## src/rtl/lns_add_prep.sv

```systemverilog
// rtl/lns_add_prep.sv - LNS adder front end: operand compare, |La-Lb|, sign/zero classification
// Optional: LNS_PREP_SAT_EN saturates an out-of-range difference instead of truncating it.
`ifndef WBITS
`define WBITS 16
`endif
`ifndef FRACBITS
`define FRACBITS 8
`endif

module lns_add_prep #(
  parameter int WBITS    = `WBITS,
  parameter int FRACBITS = `FRACBITS
) (
  input  logic             clk,
  input  logic             rst_n,
  input  logic             in_valid,
  output logic             in_ready,
  input  logic             a_sign,
  input  logic             a_zero,
  input  logic [WBITS-1:0] a_log,
  input  logic             b_sign,
  input  logic             b_zero,
  input  logic [WBITS-1:0] b_log,
  output logic             out_valid,
  input  logic             out_ready,
  output logic [WBITS-1:0] max_log,
  output logic [WBITS-1:0] diff,
  output logic             same_sign,
  output logic             res_sign,
  output logic             bypass,
  output logic             res_zero
);

  if (FRACBITS < 0 || FRACBITS >= WBITS) begin : g_bad_cfg
    $error("lns_add_prep: FRACBITS must lie in [0, WBITS)");
  end

  logic             r_s1_v;
  logic [WBITS:0]   r_s1_sub;
  logic             r_s1_a_ge_b;
  logic             r_s1_a_sign;
  logic             r_s1_b_sign;
  logic             r_s1_a_zero;
  logic             r_s1_b_zero;
  logic [WBITS-1:0] r_s1_a_log;
  logic [WBITS-1:0] r_s1_b_log;

  logic             r_s2_v;
  logic [WBITS-1:0] r_max_log;
  logic [WBITS-1:0] r_diff;
  logic             r_same_sign;
  logic             r_res_sign;
  logic             r_bypass;
  logic             r_res_zero;

  logic             w_s1_load;
  logic             w_s2_load;
  logic [WBITS:0]   w_sub;
  logic [WBITS:0]   w_mag;
  logic             w_ovf;
  logic [WBITS-1:0] w_diff_fit;
  logic [WBITS-1:0] w_max_log;
  logic [WBITS-1:0] w_diff;
  logic             w_res_sign;
  logic             w_bypass;
  logic             w_res_zero;

  // A stage loads when empty or when its content leaves this cycle.
  assign w_s2_load = !r_s2_v || out_ready;
  assign w_s1_load = !r_s1_v || w_s2_load;
  assign in_ready  = w_s1_load;

  // Sign-extend by one bit so the subtraction can never wrap.
  assign w_sub = {a_log[WBITS-1], a_log} - {b_log[WBITS-1], b_log};

  always_ff @(posedge clk or negedge rst_n) begin
    if (!rst_n) begin
      r_s1_v      <= 1'b0;
      r_s1_sub    <= '0;
      r_s1_a_ge_b <= 1'b0;
      r_s1_a_sign <= 1'b0;
      r_s1_b_sign <= 1'b0;
      r_s1_a_zero <= 1'b0;
      r_s1_b_zero <= 1'b0;
      r_s1_a_log  <= '0;
      r_s1_b_log  <= '0;
    end else if (w_s1_load) begin
      r_s1_v <= in_valid;
      if (in_valid) begin
        r_s1_sub    <= w_sub;
        r_s1_a_ge_b <= !w_sub[WBITS];
        r_s1_a_sign <= a_sign;
        r_s1_b_sign <= b_sign;
        r_s1_a_zero <= a_zero;
        r_s1_b_zero <= b_zero;
        r_s1_a_log  <= a_log;
        r_s1_b_log  <= b_log;
      end
    end
  end

  assign w_mag = r_s1_sub[WBITS] ? (~r_s1_sub + 1'b1) : r_s1_sub;
  assign w_ovf = |w_mag[WBITS:WBITS-1];

`ifdef LNS_PREP_SAT_EN
  assign w_diff_fit = w_ovf ? {1'b0, {(WBITS-1){1'b1}}} : w_mag[WBITS-1:0];
`else
  assign w_diff_fit = w_mag[WBITS-1:0];
`endif

  always_comb begin
    w_max_log  = r_s1_a_ge_b ? r_s1_a_log : r_s1_b_log;
    w_res_sign = r_s1_a_ge_b ? r_s1_a_sign : r_s1_b_sign;
    w_diff     = w_diff_fit;
    w_bypass   = 1'b0;
    w_res_zero = 1'b0;
    if (r_s1_a_zero && r_s1_b_zero) begin
      w_max_log  = '0;
      w_res_sign = 1'b0;
      w_diff     = '0;
      w_res_zero = 1'b1;
    end else if (r_s1_a_zero) begin
      w_max_log  = r_s1_b_log;
      w_res_sign = r_s1_b_sign;
      w_diff     = '0;
      w_bypass   = 1'b1;
    end else if (r_s1_b_zero) begin
      w_max_log  = r_s1_a_log;
      w_res_sign = r_s1_a_sign;
      w_diff     = '0;
      w_bypass   = 1'b1;
    end else begin
      w_res_zero = (r_s1_a_sign != r_s1_b_sign) && (r_s1_sub == '0);
    end
  end

  always_ff @(posedge clk or negedge rst_n) begin
    if (!rst_n) begin
      r_s2_v      <= 1'b0;
      r_max_log   <= '0;
      r_diff      <= '0;
      r_same_sign <= 1'b0;
      r_res_sign  <= 1'b0;
      r_bypass    <= 1'b0;
      r_res_zero  <= 1'b0;
    end else if (w_s2_load) begin
      r_s2_v <= r_s1_v;
      if (r_s1_v) begin
        r_max_log   <= w_max_log;
        r_diff      <= w_diff;
        r_same_sign <= (r_s1_a_sign == r_s1_b_sign);
        r_res_sign  <= w_res_sign;
        r_bypass    <= w_bypass;
        r_res_zero  <= w_res_zero;
      end
    end
  end

  assign out_valid = r_s2_v;
  assign max_log   = r_max_log;
  assign diff      = r_diff;
  assign same_sign = r_same_sign;
  assign res_sign  = r_res_sign;
  assign bypass    = r_bypass;
  assign res_zero  = r_res_zero;

`ifndef LNS_PREP_SAT_EN
`ifndef SYNTHESIS
  // Without saturation a difference beyond WBITS-1 magnitude bits would truncate silently.
  a_diff_in_range: assert property (@(posedge clk) disable iff (!rst_n)
    (r_s1_v && w_s2_load && !r_s1_a_zero && !r_s1_b_zero) |-> !w_ovf);
`endif
`endif

endmodule

```

## config.mk

```make
export PLATFORM = sky130hd
export DESIGN_NAME = lns_add_prep
export DESIGN_NICKNAME = d
export VERILOG_FILES = /design/src/rtl/lns_add_prep.sv
export SDC_FILE = /design/constraint.sdc
export NUM_CORES = 1
export LEC_CHECK = 0
export CAP_MARGIN = 20
export CORE_MARGIN = 2
export CORE_UTILIZATION = 48
export DETAILED_ROUTE_END_ITERATION = 10
export GPL_TIMING_DRIVEN = 0
export PLACE_DENSITY = 0.76
export SLEW_MARGIN = 20
export SYNTH_ARGS = -nofsm -noshare
export SYNTH_HDL_FRONTEND = slang
export SYNTH_SLANG_ARGS = --single-unit
```

## constraint.sdc

```tcl
create_clock -name clk -period 1.52 [get_ports clk]
set_input_delay 0.228 -clock clk [delete_from_list [all_inputs] [get_ports clk]]
set_output_delay 0.228 -clock clk [all_outputs]
set_load 0.03 [all_outputs]
```

==> results of run 1 <==
## metrics by stage
| stage | std cells | hold slack (ns) | util (%) | setup TNS, ns | setup slack [ns] |
|---|---|---|---|---|---|
| floorplan | 520 | -0.0676 | - | -5.78 | -0.243 |
| global placement | 730 | 0.459 | 60.1 | -321.10 | -3.37 |
| detailed placement | 731 | 0.234 | 60.4 | -45.59 | -0.996 |
| CTS | 782 | 0.0645 | 69.0 | -1.40 | -0.180 |
| global route | 806 | 0.0768 | 73.5 | -3.28 | -0.304 |
| finish | 806 | 0.0612 | 73.5 | -1.80 | -0.190 |
## layout make-up
class	instances	share of cell area (%)
multi-input combinational	380	40.2
sequential	92	32.5
timing repair buffer	141	17.7
buffer	20	2.81
tap	133	2.34
clock buffer	11	2.13
inverter	24	1.69
clock inverter	5	0.633
## synth_stat cells (all sizes together), types with 2 or more instances
library cell	number
a21o	5
or4	2
nand4	4
and4	2
nor3	5
ha	18
nand2	136
or2	3
dfrtp	92
nand2b	7
nand3	3
a31oi	6
mux2i	18
mux2	3
nor4	5
o31ai	7
o41ai	2
inv	24
o21ai	73
o311ai	2
xnor2	5
clkbuf	15
a21oi	15
o21a	2
o31a	2
nor2	14
a211oi	2
buf	10
nand3b	2
o211ai	3
a221o	2
xor2	17
## state kept, by name, summed over array words and instances (netlist names)
signal,cells
max_log,16
r_s1_a_log,16
r_s1_a_ge_b,1
r_s1_b_sign,1
same_sign,1
r_s1_sub,17
r_s1_a_sign,1
bypass,1
r_s1_b_log,16
res_zero,1
diff,16
out_valid,1
r_s1_b_zero,1
r_s1_v,1
res_sign,1
r_s1_a_zero,1
## layout by cell type, fill, tap and decap left out, types with 6 or more instances in the layout
cell	synthesis	final
nand2_1	136	127
dfrtp_1	92	83
buf_4	1	54
dlygate4sd2_1	0	48
o21ai_1	3	31
o21ai_0	69	26
mux2i_1	18	18
xor2_1	17	16
ha_4	0	16
inv_2	0	15
nor2_1	14	14
o21ai_2	1	13
clkbuf_2	0	12
clkbuf_8	0	11
buf_6	1	10
buf_2	8	9
dfrtp_2	0	9
nand2_2	0	8
clkdlybuf4s50_1	0	7
buf_8	0	6
a21oi_2	0	6
a21oi_1	15	6
## cell families (layout without fill, tap and decap cells)
kind of cell | after synthesis | in the layout
muxes | 21 | 21
adders and majority gates | 19 | 19
DFF | 92 | 92
AOI/OAI and AO/OA | 129 | 129
xor gates and xnor gates | 22 | 22
and+or+nand+nor | 188 | 189
buffers and inverters | 49 | 201
## routing by layer
| metal | track usage [%] | share of wire [%] | up-vias | wire length (um) |
|---|---|---|---|---|
| li1 | - | - | 2081 | - |
| met1 | 34.7 | 42 | 2253 | 6420 |
| met2 | 44.6 | 50 | 198 | 7600 |
| met3 | 3.46 | 5.0 | 49 | 761 |
| met4 | 8.78 | 3.2 | 0 | 493 |
| met5 | 0 | 0 | - | 0 |
## final timing paths
path	to	slack (ns)	cells after the start
min reg2reg	res_sign	0.48	2
min in group asynchronous	diff[1]	0.38	2
max reg2reg	res_zero	-0.19	7
max in group asynchronous	r_s1_sub[0]	0.48	3
min	r_s1_b_log[0]	0.06	3
max	res_zero	-0.19	7
## repair_timing
item / CTS / global route
endpoints found under the hold margin: 37 / 0
hold buffers: 1 / 0
endpoints found under the setup margin: 106 / 73
resized for setup: 228 / 109
pin swaps: 58 / 40
buffers inserted: 37 / 19
cloned: 1 / 6
## power breakdown
group / switching (uW) / internal, uW
logic: 1860 / 1380
registers: 391 / 2920
clock network: 956 / 706
## worst max-delay path: stages, from the launching register on
cell and delay, ns:
dfrtp_1 0.47, inv_1 0.11, ha_2 0.21, nor3b_4 0.19
nand3_2 0.14, buf_4 0.18, o31ai_1 0.21, mux2_1 0.15
==> flow_summary.yaml, run 1 <==
floorplanning:
  start_util_pct: 49.1
  ios: 78
  die_w_um: 104
  fp.dieH_um: 104
  fp.dieArea_mm2: 0.0107
  core_mm2: 0.00968
  rows: 36
drt:
  wirelength_um: 15300
  wire_per_inst_um: 18.9
  avgViaCountPerCell: 5.68
  ant_nets: 0
  num_vias: 4581
  firstDrtPassIters: 6
  drc: 0
  drtIter0Drc: 291
power_and_ir_drop:
  total_power_uw: 8210
  powerDensity_mw_per_mm2: 1150
  p_leak_uw: 0.00332
  ir_drop_mv: 0.707
synthesis:
  synth-xor-area-share_pct: 4.05
  synth_compound_area_share_pct: 16.3
  synth_edf_count: 0
  synth_area_mm2: 0.00475
  synth_ff_type: "dfrtp_1"
  ys_async_sr_fraction_pct: 100
  yosysWarnings: 0
  synthAdderAreaFrac_pct: 5.16
  post_synth_num_cell_types: 55
  syn_inst: 520
  yosysSeqAreaShare_pct: 48.4
  yosys.area.top_type: "dfrtp_1"
  yosysTopAreaCellShare_pct: 48.4
  synth.area.mux_share_pct: 4.50
  synth.area.top_cells: "dfrtp_1, nand2_1, o21ai_0"
  synth_top_family_by_area: "simple AND/OR/NAND/NOR gates"
  syn_avg_cell_area_um2: 9.14
  syn_nets: 579
  yosys.area_share.simple_pct: 17.3
  ys_ff_latch: 92
sta:
  timing.final.crit_share_pct: 112
  hold_violations: 0
  slew_headroom_pct: 65.1
  tightest_slew_ns: 0.524
  setup_viol: 21
  setup_ws_ns: -0.190
  finalCriticalPeriod_ns: 1.71
  rsz0062_at_grt: "true"
  fmax_mhz: 585
  skew_ns: 0.0135
  maxSlewViolCount: 0
setup_path:
  start_kind: "flip-flop"
  endpoint_kind: "flip-flop"
  crit_start: "r_s1_sub[1]"
  regToRegStartpoint: "r_s1_sub[1]"
  required_ns: 1.83
  arrival_ns: 2.02
  critPathMaxFanout: 5
  critPathKind: "flip-flop to flip-flop"
global_routing:
  grt_use_total_pct: 26.2
  grt_pass1_vias: 4499
  grt_pass1_wl_um: 22600
  grt_max_degree: 56
  grt-ovfl-total: 0
  antenna_found_initial: 0
finish:
  fillCellCount: 694
  syn2layout_area_growth_pct: 49.7
  regArea_mm2: 0.00231
  diodes: 0
  multi_input_comb_area_mm2: 0.00286
  num-nets-final: 727
  drive_gt1_share_pct: 34.3
  design_area_mm2: 0.00712
run_status:
  status: "finished with violations"
  violations: "negative setup slack"
clock_network:
  h-tree-depth: 3
  cts-root-buf: "clkbuf_8"
  tritoncts: "done"
  clock_path_buffers: 2
  clk_transition_reported_paths_ns: 0.11
  clk_latency_ns: 0.37
  cts_buffers: 9
  cts.sinks: 92
placed_design:
  place_congestion: 0.903
  hpwl_um: 9490
  place.port_buffers: 77
  placed_area_mm2: 0.00585
worst_hold_path:
  hold_start: "b_log[0]"
  hold_path.class: "input port to flip-flop"
flow_run:
  cap_violations: 0
Power figures use the tool's default switching activity.
==> run 2, diff against run 1 <==
--- a/config.mk
+++ b/config.mk
@@ -9,7 +9,9 @@
 export CORE_MARGIN = 2
 export CORE_UTILIZATION = 48
 export DETAILED_ROUTE_END_ITERATION = 10
+export GPL_ROUTABILITY_DRIVEN = 0
 export GPL_TIMING_DRIVEN = 0
+export MAX_ROUTING_LAYER = met4
 export PLACE_DENSITY = 0.76
 export SLEW_MARGIN = 20
 export SYNTH_ARGS = -nofsm -noshare
==> flow_summary.yaml, run 2 (synthesis gave the netlist of run 1 again) <==
finish:
  regMostFlops: "r_s1_sub"
  syn2layout_area_growth_pct: 48.1
  diodes: 0
  regArea_mm2: 0.00231
  multi_input_comb_area_mm2: 0.00287
  design_area_mm2: 0.00704
  num-nets-final: 714
  drive_gt1_share_pct: 32.9
  largest_reg_flops: 17
  final_common_cell: "nand2_1"
  fillCellCount: 638
  final_cell_mix: "nand2_1, dfrtp_1, dlygate4sd2_1"
setup_path:
  reg2reg_slack_ns: -0.20
  reg2reg_depth: 5
  path_cells: "nor4_2 > nand3_2 > o41ai_4 > xor2_1 > o21ai_1"
  critical_path_buf_inv_count: 0
  crit_start: "r_s1_sub[9]"
  start_kind: "flip-flop"
  arrival_ns: 1.97
  critPathKind: "flip-flop to flip-flop"
  crit_path_end: "diff[13]"
  required_ns: 1.78
  worstSetupPathDepth: 5
  critPathMaxFanout: 4
  endpoint_kind: "flip-flop"
  regToRegStartpoint: "r_s1_sub[9]"
  max_stage_delay_ns: 0.48
  critPathSlowestCell: "dfrtp_1"
  r2r_end: "diff[13]"
  cp_top_family: "simple AND/OR/NAND/NOR gates"
flow_run:
  cap_violations: 0
drt:
  highest_layer: "met4"
  drtIter0Drc: 354
  m1WireLength_um: 6010
  wire_per_inst_um: 18.6
  wl_met3_um: 901
  drc: 0
  num_vias: 4597
  ant_nets: 0
  wl_met2_um: 7410
  firstDrtPassIters: 5
  wirelength_um: 14700
  avgViaCountPerCell: 5.80
floorplanning:
  rows: 36
  start_util_pct: 49.1
  core_mm2: 0.00968
  die_w_um: 104
  fp.dieArea_mm2: 0.0107
  fp.dieH_um: 104
  ios: 78
sta:
  fin_tns_setup_ns: -1.47
  skew_ns: 0.0115
  maxSlewViolCount: 0
  hold_violations: 0
  timing.final.crit_share_pct: 113
  tightest_slew_ns: 0.387
  setup_ws_ns: -0.198
  finalCriticalPeriod_ns: 1.72
  setup_viol: 22
  rsz0062_at_grt: "true"
  slew_headroom_pct: 74.2
  fmax_mhz: 582
power_and_ir_drop:
  p_leak_uw: 0.00325
  powerDensity_mw_per_mm2: 1180
  ir_drop_mv: 0.804
clock_network:
  cts-root-buf: "clkbuf_8"
  cts.sinks: 92
  tritoncts: "done"
  clock_path_buffers: 2
  clk_transition_reported_paths_ns: 0.09
  clk_latency_ns: 0.37
  cts_buffers: 9
  h-tree-depth: 3
run_status:
  status: "finished with violations"
  violations: "negative setup slack"
placed_design:
  placed_area_mm2: 0.00585
  hpwl_um: 9000
  place.port_buffers: 77
global_routing:
  grt_max_degree: 56
  grt_pass1_wl_um: 22700
  grt_pass1_vias: 4499
  grt_use_total_pct: 26.9
  grt-ovfl-total: 0
  antenna_found_initial: 0
worst_hold_path:
  hold_path.class: "input port to flip-flop"
run 2: layout make-up:
cell class | count | area share [%]
Multi-Input combinational cell | 379 | 40.8
Timing Repair Buffer | 129 | 16.8
Inverter | 24 | 1.63
Clock buffer | 11 | 2.15
Sequential cell | 92 | 32.9
Clock inverter | 5 | 0.835
Tap cell | 133 | 2.36
Buffer | 20 | 2.59
run 2: worst min path at each step:
stage / start / end / slack [ns] / cells past startpoint
finish: b_log[0] / r_s1_b_log[0] / 0.08 / 3
floorplan: rst_n / bypass / -0.07 / 0
CTS: b_log[0] / r_s1_b_log[0] / 0.06 / 3
detailed placement: rst_n / diff[2] / 0.15 / 1
global placement: r_s1_a_log[4] / r_s1_a_log[4] / 0.46 / 2
global route: b_log[0] / r_s1_b_log[0] / 0.08 / 3
run 2: what timing repair did:
action | CTS | global route
pin swaps | 60 | 60
setup endpoints to repair | 92 | 87
hold buffers | 1 | 0
gates cloned | 1 | 1
endpoints found under the hold margin | 37 | 0
setup buffers | 32 | 16
resized for setup | 199 | 110
run 2: routing by layer:
layer,up-vias,global-route usage [%]
met5,-,-
met4,0,9.85
met3,51,4.66
met2,216,43.4
met1,2271,34.3
li1,2059,-
run 2: worst min-delay path: stages:
cell and delay (ns):
buf_6 0.08, nand2_1 0.05, nand2_1 0.05
run 2: stage by stage:
step / util, % / worst slack (ns) / hold slack, ns / total power [uW] / cells
2_1_floorplan: - / -0.243 / -0.0676 / 4860 / 520
3_3_place_gp: 60.1 / -3.42 / 0.458 / 5830 / 730
3_5_place_dp: 60.4 / -1.02 / 0.149 / 5910 / 731
4_1_cts: 68.7 / -0.123 / 0.0563 / 7860 / 778
5_1_grt: 72.7 / -0.239 / 0.0780 / 8660 / 793
6_report: 72.7 / -0.198 / 0.0771 / 8280 / 793
run 2: where the power goes:
group / total [uW] / internal [uW] / switching, uW
registers: 3290 / 2920 / 371
logic: 3250 / 1390 / 1860
clock network: 1740 / 853 / 890
==> run 3, diff against run 2 <==
--- a/config.mk
+++ b/config.mk
@@ -6,13 +6,14 @@
 export NUM_CORES = 1
 export LEC_CHECK = 0
 export CAP_MARGIN = 20
+export CORE_ASPECT_RATIO = 0.7
 export CORE_MARGIN = 2
 export CORE_UTILIZATION = 48
 export DETAILED_ROUTE_END_ITERATION = 10
 export GPL_ROUTABILITY_DRIVEN = 0
 export GPL_TIMING_DRIVEN = 0
 export MAX_ROUTING_LAYER = met4
-export PLACE_DENSITY = 0.76
+export PLACE_DENSITY = 0.77
 export SLEW_MARGIN = 20
 export SYNTH_ARGS = -nofsm -noshare
 export SYNTH_HDL_FRONTEND = slang
==> flow_summary.yaml, run 3 (synthesis gave the netlist of run 1 again) <==
run_status:
  status: "finished with violations"
  violations: "negative setup slack"
power_and_ir_drop:
  powerDensity_mw_per_mm2: 1240
  p_leak_uw: 0.00355
  ir_drop_mv: 0.596
finish:
  final_cell_mix: "nand2_1, dfrtp_1, buf_4"
  fillCellCount: 496
  num-nets-final: 732
  largest_reg_flops: 17
  drive_gt1_share_pct: 44.2
  fin_cells: 806
  syn2layout_area_growth_pct: 61.3
  fin_util_pct: 79.5
  regMostFlops: "r_s1_sub"
  final_common_cell: "nand2_1"
  diodes: 0
setup_path:
  arrival_ns: 2.16
  required_ns: 1.82
  critPathKind: "flip-flop to flip-flop"
  max_stage_delay_ns: 0.47
  start_kind: "flip-flop"
  endpoint_kind: "flip-flop"
  cp_top_family: "simple AND/OR/NAND/NOR gates"
  critPathMaxFanout: 4
  path_cells: "nor4_4 > nand3_2 > buf_4 > o31ai_2 > mux2_1"
  critical_path_buf_inv_count: 1
  critPathSlowestCell: "nor4_4"
drt:
  ant_nets: 0
  num_vias: 5191
  firstDrtPassIters: 8
  drc: 0
  wirelength_um: 19500
  avgViaCountPerCell: 6.44
  drtIter0Drc: 579
  wire_per_inst_um: 24.2
floorplanning:
  fp.dieArea_mm2: 0.0107
  start_util_pct: 49.3
  core_mm2: 0.00965
  ios: 78
  rows: 30
  die_w_um: 123
  fp.dieH_um: 87.3
global_routing:
  grt_pass1_vias: 4825
  antenna_found_initial: 0
  grt-ovfl-total: 0
  grt_use_total_pct: 30.9
  grt_max_degree: 56
  grt_pass1_wl_um: 24300
clock_network:
  cts_buffers: 9
  clk_latency_ns: 0.36
  clock_path_buffers: 2
  cts-root-buf: "clkbuf_16"
  tritoncts: "done"
  cts.sinks: 92
  clk_transition_reported_paths_ns: 0.07
  h-tree-depth: 3
worst_hold_path:
  hold_path.class: "input port to flip-flop"
sta:
  finalCriticalPeriod_ns: 1.87
  fmax_mhz: 535
  setup_viol: 73
  hold_violations: 0
  timing.final.crit_share_pct: 123
  holdWs_ns: 0.0861
  skew_ns: 0.00493
  tightest_slew_ns: 0.525
  maxSlewViolCount: 0
  slew_headroom_pct: 65.0
  rsz0062_at_grt: "true"
  setup_ws_ns: -0.348
placed_design:
  place.port_buffers: 77
  hpwl_um: 9370
  post-place-ws_ns: -1.01
  placedCellCount: 726
flow_run:
  cap_violations: 0
run 3: changes by cell type in the layout (fill, tap and decap cells not counted), sizes merged:
cell,change
buf,+11
clkbuf,+8
clkdlybuf4s15,-2
clkinv,+3
clkinvlp,-1
dlymetal6s2s,-2
nand2,+1
run 3: final timing paths:
path	depth (start not counted)	from	endpoint	slack, ns
worst max-delay path	5	r_s1_sub[4]	res_zero	-0.35
worst min-delay path	3	b_log[0]	r_s1_b_log[0]	0.09
worst max register to register	5	r_s1_sub[4]	res_zero	-0.35
worst min register to register	2	max_log[0]	max_log[0]	0.48
max in group asynchronous	3	rst_n	r_s1_sub[0]	0.46
min in group asynchronous	2	rst_n	diff[10]	0.39
run 3: routing by layer:
layer | GRT usage, % | wire length, um | vias up
li1 | - | - | 2112
met1 | 38.4 | 7030 | 2461
met2 | 48.4 | 8830 | 457
met3 | 7.98 | 2190 | 161
met4 | 12.6 | 1440 | 0
met5 | - | 0 | -
run 3: tightest hold or removal path: cells and delay by family:
| kind | cells | cell delay [ns] |
|---|---|---|
| buffers and inverters | 1 | 0.08 |
| AND/OR/NAND/NOR | 2 | 0.11 |
run 3: timing repair:
item                                    4_1_cts  5_1_grt
resized for setup                           224      224
gates cloned                                  1        8
pin swaps                                    63       92
hold endpoints to repair                     37        0
endpoints found under the setup margin       91       82
hold buffers                                  1        0
buffers inserted                             40       20
run 3: cell type report:
cell class	count	area, um2	area share [%]
clock inverters	7	76.3	0.995
plain buffers	20	231	3.02
repair buffers	146	1350	17.6
multi-input cells	380	3200	41.7
well taps	128	160	2.09
inverters	24	118	1.53
clock buffers	9	225	2.94
flip-flops and latches	92	2310	30.1
run 3: stage by stage:
step,cell area (um2),setup TNS (ns),power [uW]
finish,7670,-7.03,9480
global route,7670,-8.01,9800
CTS,6840,-1.30,8480
detailed placement,5840,-40.90,5920
global placement,5820,-317.90,5830
floorplan,4890,-5.78,4860
run 3: power breakdown:
group | internal, uW | switching [uW] | leakage, uW
Sequential | 2920 | 446 | 0.00114
Combinational | 1590 | 2200 | 0.00226
Clock | 1290 | 1030 | 0.000147
Total | 5800 | 3680 | 0.00355
